===== src/rtl/instruction_sequencer.sv =====
// Fetch-and-issue controller: steps a local program memory into the processor's iin and pulses run.
// Latency: start to first run is 3 cycles; proc_done to next run is 3 cycles (4-cycle minimum issue interval).
// Backpressure: holds iin in WAIT until proc_done; load_en/start are ignored while busy.
module instruction_sequencer #(
    parameter int                 ADDR_W    = 5,
    parameter int                 DATA_W    = 16,
    parameter logic [DATA_W-1:0]  HALT_WORD = 16'hFFFF
) (
    input  logic              clock,
    input  logic              resetn,
    input  logic              load_en,
    input  logic [ADDR_W-1:0] load_addr,
    input  logic [DATA_W-1:0] load_data,
    input  logic              start,
    input  logic              proc_done,
    output logic [DATA_W-1:0] iin,
    output logic              run,
    output logic [ADDR_W-1:0] pc,
    output logic              busy,
    output logic              halted,
    output logic [15:0]       instr_count
);

    typedef enum logic [2:0] {
        S_IDLE,
        S_FETCH,
        S_DECODE,
        S_ISSUE,
        S_WAIT,
        S_HALTED
    } state_t;

    localparam int                DEPTH   = 1 << ADDR_W;
    localparam logic [ADDR_W-1:0] PC_LAST = '1;

    state_t            state;
    state_t            state_nxt;
    logic [DATA_W-1:0] mem [DEPTH];
    logic [DATA_W-1:0] rd_dat;
    logic              ctl_idle;
    logic              load_ok;
    logic              start_ok;
    logic              is_halt;
    logic              busy_nxt;
    logic              halted_nxt;

    assign ctl_idle = (state == S_IDLE) || (state == S_HALTED);
    assign load_ok  = ctl_idle && load_en;
    assign start_ok = ctl_idle && start && !load_en;
    assign is_halt  = (rd_dat == HALT_WORD);

    always_ff @(posedge clock) begin
        if (!resetn) begin
            state <= S_IDLE;
        end else begin
            state <= state_nxt;
        end
    end

    always_comb begin
        state_nxt = state;
        case (state)
            S_IDLE, S_HALTED: if (start_ok) state_nxt = S_FETCH;
            S_FETCH:          state_nxt = S_DECODE;
            S_DECODE:         state_nxt = is_halt ? S_HALTED : S_ISSUE;
            S_ISSUE:          state_nxt = S_WAIT;
            S_WAIT: begin
                if (proc_done) state_nxt = (pc == PC_LAST) ? S_HALTED : S_FETCH;
            end
            default:          state_nxt = S_IDLE;
        endcase
    end

    // busy/halted are registered from the next state so they line up with the state register.
    always_comb begin
        run        = (state == S_ISSUE);
        busy_nxt   = (state_nxt != S_IDLE) && (state_nxt != S_HALTED);
        halted_nxt = (state_nxt == S_HALTED);
    end

    // Program store is deliberately not reset so a program survives a processor reset.
    always_ff @(posedge clock) begin
        if (load_ok) begin
            mem[load_addr] <= load_data;
        end
        rd_dat <= mem[pc];
    end

    always_ff @(posedge clock) begin
        if (!resetn) begin
            iin         <= '0;
            pc          <= '0;
            instr_count <= '0;
            busy        <= 1'b0;
            halted      <= 1'b0;
        end else begin
            busy   <= busy_nxt;
            halted <= halted_nxt;
            if (start_ok) begin
                pc          <= '0;
                instr_count <= '0;
            end
            if (state == S_DECODE && !is_halt) begin
                iin <= rd_dat;
            end
            if (state == S_WAIT && proc_done) begin
                if (instr_count != 16'hFFFF) instr_count <= instr_count + 16'd1;
                if (pc != PC_LAST) pc <= pc + ADDR_W'(1);
            end
        end
    end

endmodule

===== config.mk =====
export PLATFORM = sky130hd
export DESIGN_NAME = instruction_sequencer
export DESIGN_NICKNAME = d
export VERILOG_FILES = /design/src/rtl/instruction_sequencer.sv
export SDC_FILE = /design/constraint.sdc
export NUM_CORES = 1
export LEC_CHECK = 0
export ABC_AREA = 0
export CAP_MARGIN = 20
export CORE_MARGIN = 4
export CORE_UTILIZATION = 30
export CTS_CLUSTER_SIZE = 8
export DETAILED_ROUTE_END_ITERATION = 10
export SKIP_CTS_REPAIR_TIMING = 1
export SYNTH_ARGS = -nofsm -noshare
export SYNTH_HDL_FRONTEND = slang
export SYNTH_SLANG_ARGS = --single-unit

===== constraint.sdc =====
create_clock -name clock -period 3.1 [get_ports clock]
set_clock_uncertainty 0.1 [all_clocks]
set_input_delay 0.31 -clock clock [delete_from_list [all_inputs] [get_ports clock]]
set_output_delay 0.31 -clock clock [all_outputs]
set_load 0.05 [all_outputs]

======== Word level (Yosys, flattened, before mapping) ========
Memories as Yosys holds them, arrays and structs flattened. A register that Yosys moved wholly into a read port is not among the register bits.
Cells that the tools add are included.
word-level totals
  bits in registers ....................... 42
  latch bits .............................. 0
  RAM bits ................................ 512
  bits in read-only memories .............. 0
  input port bits ......................... 26
  output and inout bits ................... 40
  logic and storage cells ................. 45
  memories kept ........................... 1
cells by class
  $add $sub $neg .......................... 2
  multipliers ............................. 0
  div/mod/pow operators ................... 0
  magnitude comparators ................... 0
  equal/unequal tests ..................... 11
  shifts and indexed selects .............. 0
  multiplexer cells ....................... 13
  bitwise logic cells ..................... 0
  reductions and logical operators ........ 12
memory list
  memory  words  bits a word  read ports  clocked after Yosys merged registers in  write ports  RTL line  source
  mem     32     16           1           1                                        1            38        logic [DATA_W-1:0] mem [DEPTH];
operators with widths
  operator               number
  $mux 16                3
  $add 16x1->16 const B  1
  $eq 16x16->1 const B   1
  $ne 16x16->1 const B   1
  $mux 5                 3
  $pmux 3 s5             1
  $mux 3                 4
  $eq 3x3->1 const B     3
  $eq 3x2->1 const B     2
  $logic_and 1x1->1      6
  $add 5x1->5 const B    1
  $eq 5x5->1 const B     1
  $ne 5x5->1 const B     1
  $eq 3x1->1 const B     1
  $logic_not 3->1        1
  $ne 3x3->1 const B     1
  $reduce_bool 3->1      1
  $logic_not 1->1        2
  $mux 1                 2
  $reduce_or 2->1        1
  $logic_or 1x1->1       1

======== Depth between registers and ports, before layout ========
Gate-level depths: netlist of the first run.
  depth after elaboration ................. 8
  gate-level depth with buffers ........... 8
  depth with buffers taken out ............ 7

======== Least setup slack after synthesis of the first run ========
No wires, ideal clock.
  path type ............................... register to register
  start point ............................. reg state[0]
  end point ............................... mem mem[12][0], enable pin
  setup time .............................. 0.388 ns
  arrival time ............................ 2.018 ns
  data required time ...................... 2.612 ns
  path slack .............................. 0.593 ns
  stages on the path, launching flop included .. 8
  cell sequence ........................... dfxtp_1 > buf_2 > xor2_1 > nor2_1 > nand2_1 > or3_1 > clkbuf_1 > nor2_1
between the ends
  cells in the longest elaborated chain, start to end .. 5
  elaborated cells between the ends (all ways) .. 6
  classes of those cells .................. eq/ne (1); mux (2); reduce/logical (3)
ends and longest elaborated chain
  what                                           RTL line  source
  start: declaration                             36        state_t state;
  start signal: assignment                       56        state <= state_nxt;
  $eq 3x3->1 or $logic_not 3->1 (tied branches)  47        assign ctl_idle = (state == S_IDLE) || (state == S_HALTED);
  $logic_or 1x1->1 (*)                           47
  $logic_and 1x1->1 (*)                          48        assign load_ok = ctl_idle && load_en;
  $mux 1 (*)                                     83        if (load_ok) begin
  $mux 1 (not written as such) (*)               84        mem[load_addr] <= load_data;
  end: declaration                               38
Mark *: on every way between the ends. The rest lies on a longest branch, timed or not.

======== Worst setup path in the final report of the first run ========
  start point ............................. reg pc[3]
  end point ............................... out pc[3]
RTL lines
  what                      RTL line  source
  start: declaration        18        output logic [ADDR_W-1:0] pc,
  start signal: assignment  108       if (pc != PC_LAST) pc <= pc + ADDR_W'(1);
No word-level cell between the ends.

==> summary.md, run 1 <==
| Metric | Value |
|---|---|
| Clock Path Buffers | `3` |
| Routed WL per cell | `24.2 µm` |
| Post-route DRC | `0` |
| Die width | `about 280 µm` |
| Crit path DAT | `2.31 ns` |
| VDD IR max | `0.355 mV` |
| Max cap viols | `0` |
| Max Slew Vio Count | `0` |
| Syn Nets | `~1200` |
| RSZ-0062 raised after global routing | `false` |
| Share of cells above drive strength 1 | `22.2%` |
| Number of synthesized flops with an enable pin | `512` |
| Total track usage | `14.3%` |
| PwrDens | `641 nW/µm²` |
| Core Rows | `98` |
| NumNets Final | `1333` |
| TritonCTS Sinks | `570` |
| Crit Path Class | `reg -> out` |
| Commonest non-fill, non-tap cell in the layout | `edfxtp_1` |
| Core Area | `72100 µm²` |
| Via count | `11700` |
| Pre-CTS setup slack | `~0.47 ns` |
| First-pass GRT wire length | `about 82 mm` |
| Sum Neg Setup Slack | `0 ns` |
| Crit path largest cell delay | `between 0.8 and 0.9 ns` |
| P&R area growth vs syn | `20.8%` |
| Post-synthesis instance total | `1128` |
| Fillcell total | `6600` |
| Via-to-Cell Ratio | `5.07` |
| Setup violators final | `0` |
| Relative slew slack | `~50%` |
| Status | `complete, no violations` |
| PnR worst setup slack | `0.377 ns` |
| Gpl congestion | `between 0.7 and 0.8` |
| Synthesized area | `roughly 22000 µm²` |
| Die Height | `279 µm` |
| Commonest non-fill, non-tap cells in the layout | `edfxtp_1, mux4_2, buf_4` |
| Drt total wl | `55.7 mm` |
| Final min period | `2.72 ns` |
| Max Fclk | `367 MHz` |
| Async S/R FF share, synth | `0%` |
| Synth Area per Inst | `19.5 µm²` |
| Critical path required time | `2.69 ns` |
| Post-DP HPWL | `34.7 mm` |
| Largest fanout on the critical path | `9` |
| Antenna violations before repair | `1` |
| I/O pin count | `66` |
| Synthesized flop and latch total | `570` |
| Gr ovfl total | `0` |
| CP Cell Sequence | `buf_4, clkdlybuf4s50_1` |
| Number of global-route vias before repair | `11800` |
| Clock transition at path regs | `0.06 ns` |
| Synth unique cells | `53` |
| CTS tree | `yes` |
| H-tree depth | `3` |
| Die area | `77700 µm²` |
| CP max-delay cell | `clkdlybuf4s50_1` |
| Port Buffer Count | `65` |
| Root buf cell | `clkbuf_16` |
| Final hold vios | `0` |
| Sequential element share of the synthesized area | `75.2%` |
| Ys Warns | `0` |
| DR pass1 iterations | `4` |
| Hold Path Class | `reg -> reg` |
| Period utilisation layout | `87.8%` |
| CTS Buf Count | `just over 80` |
| Tightest Pin Transition | `0.752 ns` |
| Worst setup EP type | `primary output` |
| Post-route cell area | `26600 µm²` |
| Starting Density | `30.5%` |
| Synth Flop Type | `edfxtp_1` |
| Clk_lat worst skew | `just over 0.6 ns` |
| Largest net degree at the start of global routing | `45` |
| Worst setup SP type | `flip-flop` |
| DRT iter0 DRCs | `1164` |
| Routed Antenna Nets | `0` |
| Antenna Cells | `0` |
| Leak | `8.28 nW` |
| Cell Area, Placed | `between 20000 and 25000 µm²` |
## layout make-up
type / count / area, µm² / share of cell area, %
Multi-Input combinational cell: 495 / 5080 / 19.1
Sequential cell: 570 / 16500 / 62.3
Tap cell: 950 / 1190 / 4.48
Inverter: 2 / 7.51 / 0.0283
Clock inverter: 6 / 104 / 0.391
Clock buffer: 127 / 2250 / 8.48
Timing Repair Buffer: 154 / 1380 / 5.20
## synthesized netlist by cell type (10+ instances only)
cell type | count | area (µm²)
a22o_1 | 13 | 114
a22oi_1 | 24 | 180
nand3_1 | 12 | 60.1
a21oi_1 | 36 | 180
clkbuf_1 | 30 | 113
mux4_2 | 96 | 2160
dfxtp_1 | 58 | 1160
edfxtp_1 | 512 | 15400
nand2_1 | 14 | 52.6
nor2b_1 | 21 | 131
o221ai_1 | 20 | 175
mux2i_1 | 82 | 821
o22ai_1 | 11 | 68.8
buf_2 | 10 | 50.1
buf_4 | 11 | 82.6
a2111oi_2 | 11 | 165
nor2_1 | 58 | 218
## power by group
part | leakage, nW | internal (W) | switching [W]
logic | 2.06 | 0.000126 | 0.000291
clock network | 1.13 | 0.00502 | 0.00313
registers | 5.09 | 0.00844 | 0.0000259
total | 8.28 | 0.0136 | 0.00345
## final timing paths
| kind | startpoint | endpoint | slack (ns) | cells past startpoint |
|---|---|---|---|---|
| setup reg to reg | state[2]$_SDFF_PN0_ | mem[12][3]$_DFFE_PP_ | 0.45 | 6 |
| setup / recovery | pc[3]$_SDFF_PN0_ | pc[3] | 0.38 | 2 |
| hold / removal | iin[0]$_SDFFE_PN0P_ | iin[0]$_SDFFE_PN0P_ | 0.41 | 2 |
| hold reg to reg | iin[0]$_SDFFE_PN0P_ | iin[0]$_SDFFE_PN0P_ | 0.41 | 2 |
## registers in the layout, indices dropped and copies added (netlist names)
register / flops
mem: 512
rd_dat: 16
iin: 16
instr_count: 16
state: 3
halted: 1
busy: 1
pc: 5
## logic make-up after synthesis
group	synth area share [%]
xor gates and xnor gates	0.518
buffers and inverters	1.72
adders and majority gates	0.171
and+or+nand+nor	4.03
AOI/OAI and AO/OA	4.65
muxes	13.7
DFF	75.2
## stage by stage
stage	total power, W	std cells	hold WS [ns]	utilization [%]
after floorplan	0.00877	1128	0.309	-
after global placement	0.00903	2171	0.402	33.6
after detailed placement	0.00904	2171	0.406	33.6
after CTS	0.0172	2304	0.417	36.8
after global routing	0.0176	2304	0.443	36.8
final	0.0170	2304	0.409	36.8
## critical path, delay by kind of cell, from the launching register on
family / cells / cell delay (ns)
DFF: 1 / 0.57
buffers and inverters: 2 / 1.13
## per-layer routing
| layer | GRT usage (%) | vias to the layer above | wire length (µm) |
|---|---|---|---|
| met5 | 0 | - | 0 |
| met4 | 4.56 | 0 | 1440 |
| met3 | 4.45 | 84 | 4980 |
| met2 | 21.2 | 536 | 24900 |
| met1 | 20.0 | 6058 | 24400 |
| li1 | - | 5008 | - |
Note: power is estimated with default switching activity, not from simulation.
==> run 2: changes to the inputs <==
==> constraint.sdc (replaced) <==
create_clock -name clock -period 2.68 [get_ports clock]
set_clock_uncertainty 0.1 [all_clocks]
set_input_delay 0.268 -clock clock [delete_from_list [all_inputs] [get_ports clock]]
set_output_delay 0.268 -clock clock [all_outputs]
set_load 0.05 [all_outputs]
==> run 2 against run 1 <==
Hold slack got worse by 0.094 ns. Sequential share of layout area decreased by 0.97 points. Final cell count increased by 1.7%. Cell area increased by 1.6%. Register-to-register slack got worse by 0.26 ns. Combinational power increased by 19%. Worst setup slack got worse by 0.25 ns. Sequential power increased by 16%. Highest routed layer is now met5.
==> summary.md, run 2 (synthesized netlist as in run 1, its figures left out) <==
| Metric | Value |
|---|---|
| Status | `complete, no violations` |
| Switching share of total power | `approximately a fifth` |
| Relative slew slack | `62.1%` |
| Clock Path Buffers | `3` |
| Crit Path Class | `reg -> out` |
| Core Util, Final | `between 30 and 40%` |
| VDD IR max | `0.516 mV` |
| DR pass1 iterations | `6` |
| Critical path required time | `about 2.3 ns` |
| Final hold vios | `0` |
| Post-DP HPWL | `35.6 mm` |
| Reg2reg path depth | `5` |
| Worst reg2reg setup slack | `around 0.19 ns` |
| Top delay family on crit path | `buffers and inverters` |
| Leak | `8.50 nW` |
| Routed WL per cell | `~24 µm` |
| Worst setup SP type | `flip-flop` |
| Core Area | `72100 µm²` |
| Via count | `11800` |
| CP Cell Sequence | `and3b_1, clkdlybuf4s50_1` |
| Max Slew Vio Count | `0` |
| Routed Antenna Nets | `0` |
| Starting Density | `30.5%` |
| Antenna violations before repair | `4` |
| First-pass GRT wire length | `83.2 mm` |
| CTS Buf Count | `between 80 and 90` |
| Post-route cell area | `roughly 27000 µm²` |
| Gpl congestion | `0.829` |
| Cell Area, Placed | `between 20000 and 25000 µm²` |
| Die area | `77700 µm²` |
| Sum Neg Setup Slack | `0 ns` |
| Crit path largest cell delay | `0.80 ns` |
| Gr ovfl total | `0` |
| Root buf cell | `clkbuf_16` |
| Total track usage | `approximately 14%` |
| Post-Place Cells | `2203` |
| Crit path buf inv count | `1` |
| Setup crit end | `run` |
| Share of cells above drive strength 1 | `between 20% and 30%` |
| CTS tree | `yes` |
| Top reg by flops | `mem` |
| Number of flip-flops in the largest register | `512` |
| Max cap viols | `0` |
| Clock transition at path regs | `0.05 ns` |
| CP max-delay cell | `clkdlybuf4s50_1` |
| Tightest Pin Transition | `between 0.5 and 0.6 ns` |
| Final min period | `between 2 and 3 ns` |
| Worst setup EP type | `primary output` |
| Port Buffer Count | `65` |
| Final cell count without fillers | `2343` |
| Number of global-route vias before repair | `11900` |
| Crit. Startpoint | `state[1]$_SDFF_PN0_` |
| Max Fclk | `391 MHz` |
| TritonCTS Sinks | `570` |
| Post-route DRC | `0` |
| Total power | `0.0196 W` |
| Fillcell total | `6583` |
| Core Rows | `98` |
| Hold Path Class | `in -> reg` |
| Largest fanout on the critical path | `14` |
| Die Height | `279 µm` |
| Critical R2R Capture | `rd_dat[2]$_DFF_P_` |
| Crit path DAT | `2.19 ns` |
| P&R area growth vs syn | `22.7%` |
| Clk_lat worst skew | `0.61 ns` |
| Via-to-Cell Ratio | `roughly 5.0` |
| Period utilisation layout | `between 90 and 100%` |
| NumNets Final | `about 1400` |
| Commonest non-fill, non-tap cells in the layout | `edfxtp_1, buf_4, mux4_2` |
| DRT iter0 DRCs | `between 1000 and 1500` |
| I/O pin count | `66` |
| PwrDens | `approximately 730 nW/µm²` |
| H-tree depth | `3` |
| Sequential Power Share | `49.9%` |
| Setup violators final | `0` |
| Die width | `279 µm` |
| WP depth | `2` |
| Switch Pwr | `between 0.004 and 0.005 W` |
| Largest net degree at the start of global routing | `42` |
| Worst reg2reg path startpoint | `pc[0]$_SDFF_PN0_` |
| RSZ-0062 raised after global routing | `false` |
| Total internal power | `0.0156 W` |
| Drt total wl | `56.4 mm` |
| Commonest non-fill, non-tap cell in the layout | `edfxtp_1` |
| Clock share of power | `around 48%` |
| Comb pwr share | `2.5%` |
[run 2: cell count changes in the layout (fill, tap and decap cells not counted), sizes merged]
cell,change
buf,+33
bufinv,-1
clkbuf,+4
clkdlybuf4s50,-2
clkinv,+1
diode,+1
dlymetal6s2s,+1
inv,+2
[run 2: area by class of cell]
class | instances | area (µm²) | area share [%]
clock buffer | 131 | 2220 | 8.25
timing repair buffer | 186 | 1800 | 6.66
multi-input combinational | 495 | 5080 | 18.8
inverter | 2 | 7.51 | 0.0278
clock inverter | 8 | 133 | 0.492
sequential | 570 | 16500 | 61.3
antenna | 1 | 2.50 | 0.00928
tap | 950 | 1190 | 4.41
[run 2: how the worst min path moves through the flow]
stage | to | slack (ns) | cells after the start | startpoint
final | instr_count[14]$_SDFF_PN0_ | 0.32 | 3 | resetn
after global routing | instr_count[14]$_SDFF_PN0_ | 0.33 | 3 | resetn
after CTS | instr_count[14]$_SDFF_PN0_ | 0.27 | 3 | resetn
after detailed placement | iin[1]$_SDFFE_PN0P_ | 0.41 | 2 | iin[1]$_SDFFE_PN0P_
after global placement | iin[10]$_SDFFE_PN0P_ | 0.40 | 2 | iin[10]$_SDFFE_PN0P_
after floorplan | mem[0][0]$_DFFE_PP_ | 0.27 | 0 | load_data[0]
[run 2: power groups by stage]
stage / combinational, W / sequential [W] / clock (W)
finish: 0.000498 / 0.00980 / 0.00935
global route: 0.000537 / 0.00979 / 0.00998
CTS: 0.000508 / 0.00979 / 0.00957
detailed placement: 0.000507 / 0.00996 / 0
global placement: 0.000493 / 0.00996 / 0
floorplan: 0.000146 / 0.0100 / 0
[run 2: routing by layer]
| metal | vias up | track usage [%] | wire length, µm |
|---|---|---|---|
| met2 | 441 | 22.2 | 25700 |
| li1 | 5086 | - | - |
| met1 | 6184 | 20.7 | 24800 |
| met5 | - | 0 | 13 |
| met4 | 2 | 3.93 | 1290 |
| met3 | 94 | 3.60 | 4580 |
[run 2: worst reg2reg max path, cell delays in order, from the launching register on]
cell	delay (ns)
dfxtp_4	0.55
buf_12	0.22
buf_12	0.25
mux4_2	0.59
a21oi_1	0.50
a22oi_1	0.12
[run 2: metrics by stage]
step / hold WS (ns) / worst slack [ns]
CTS: 0.268 / 0.00119
floorplan: 0.267 / 0.173
global placement: 0.403 / 0.111
global route: 0.327 / 0.0178
detailed placement: 0.412 / 0.152
finish: 0.315 / 0.122
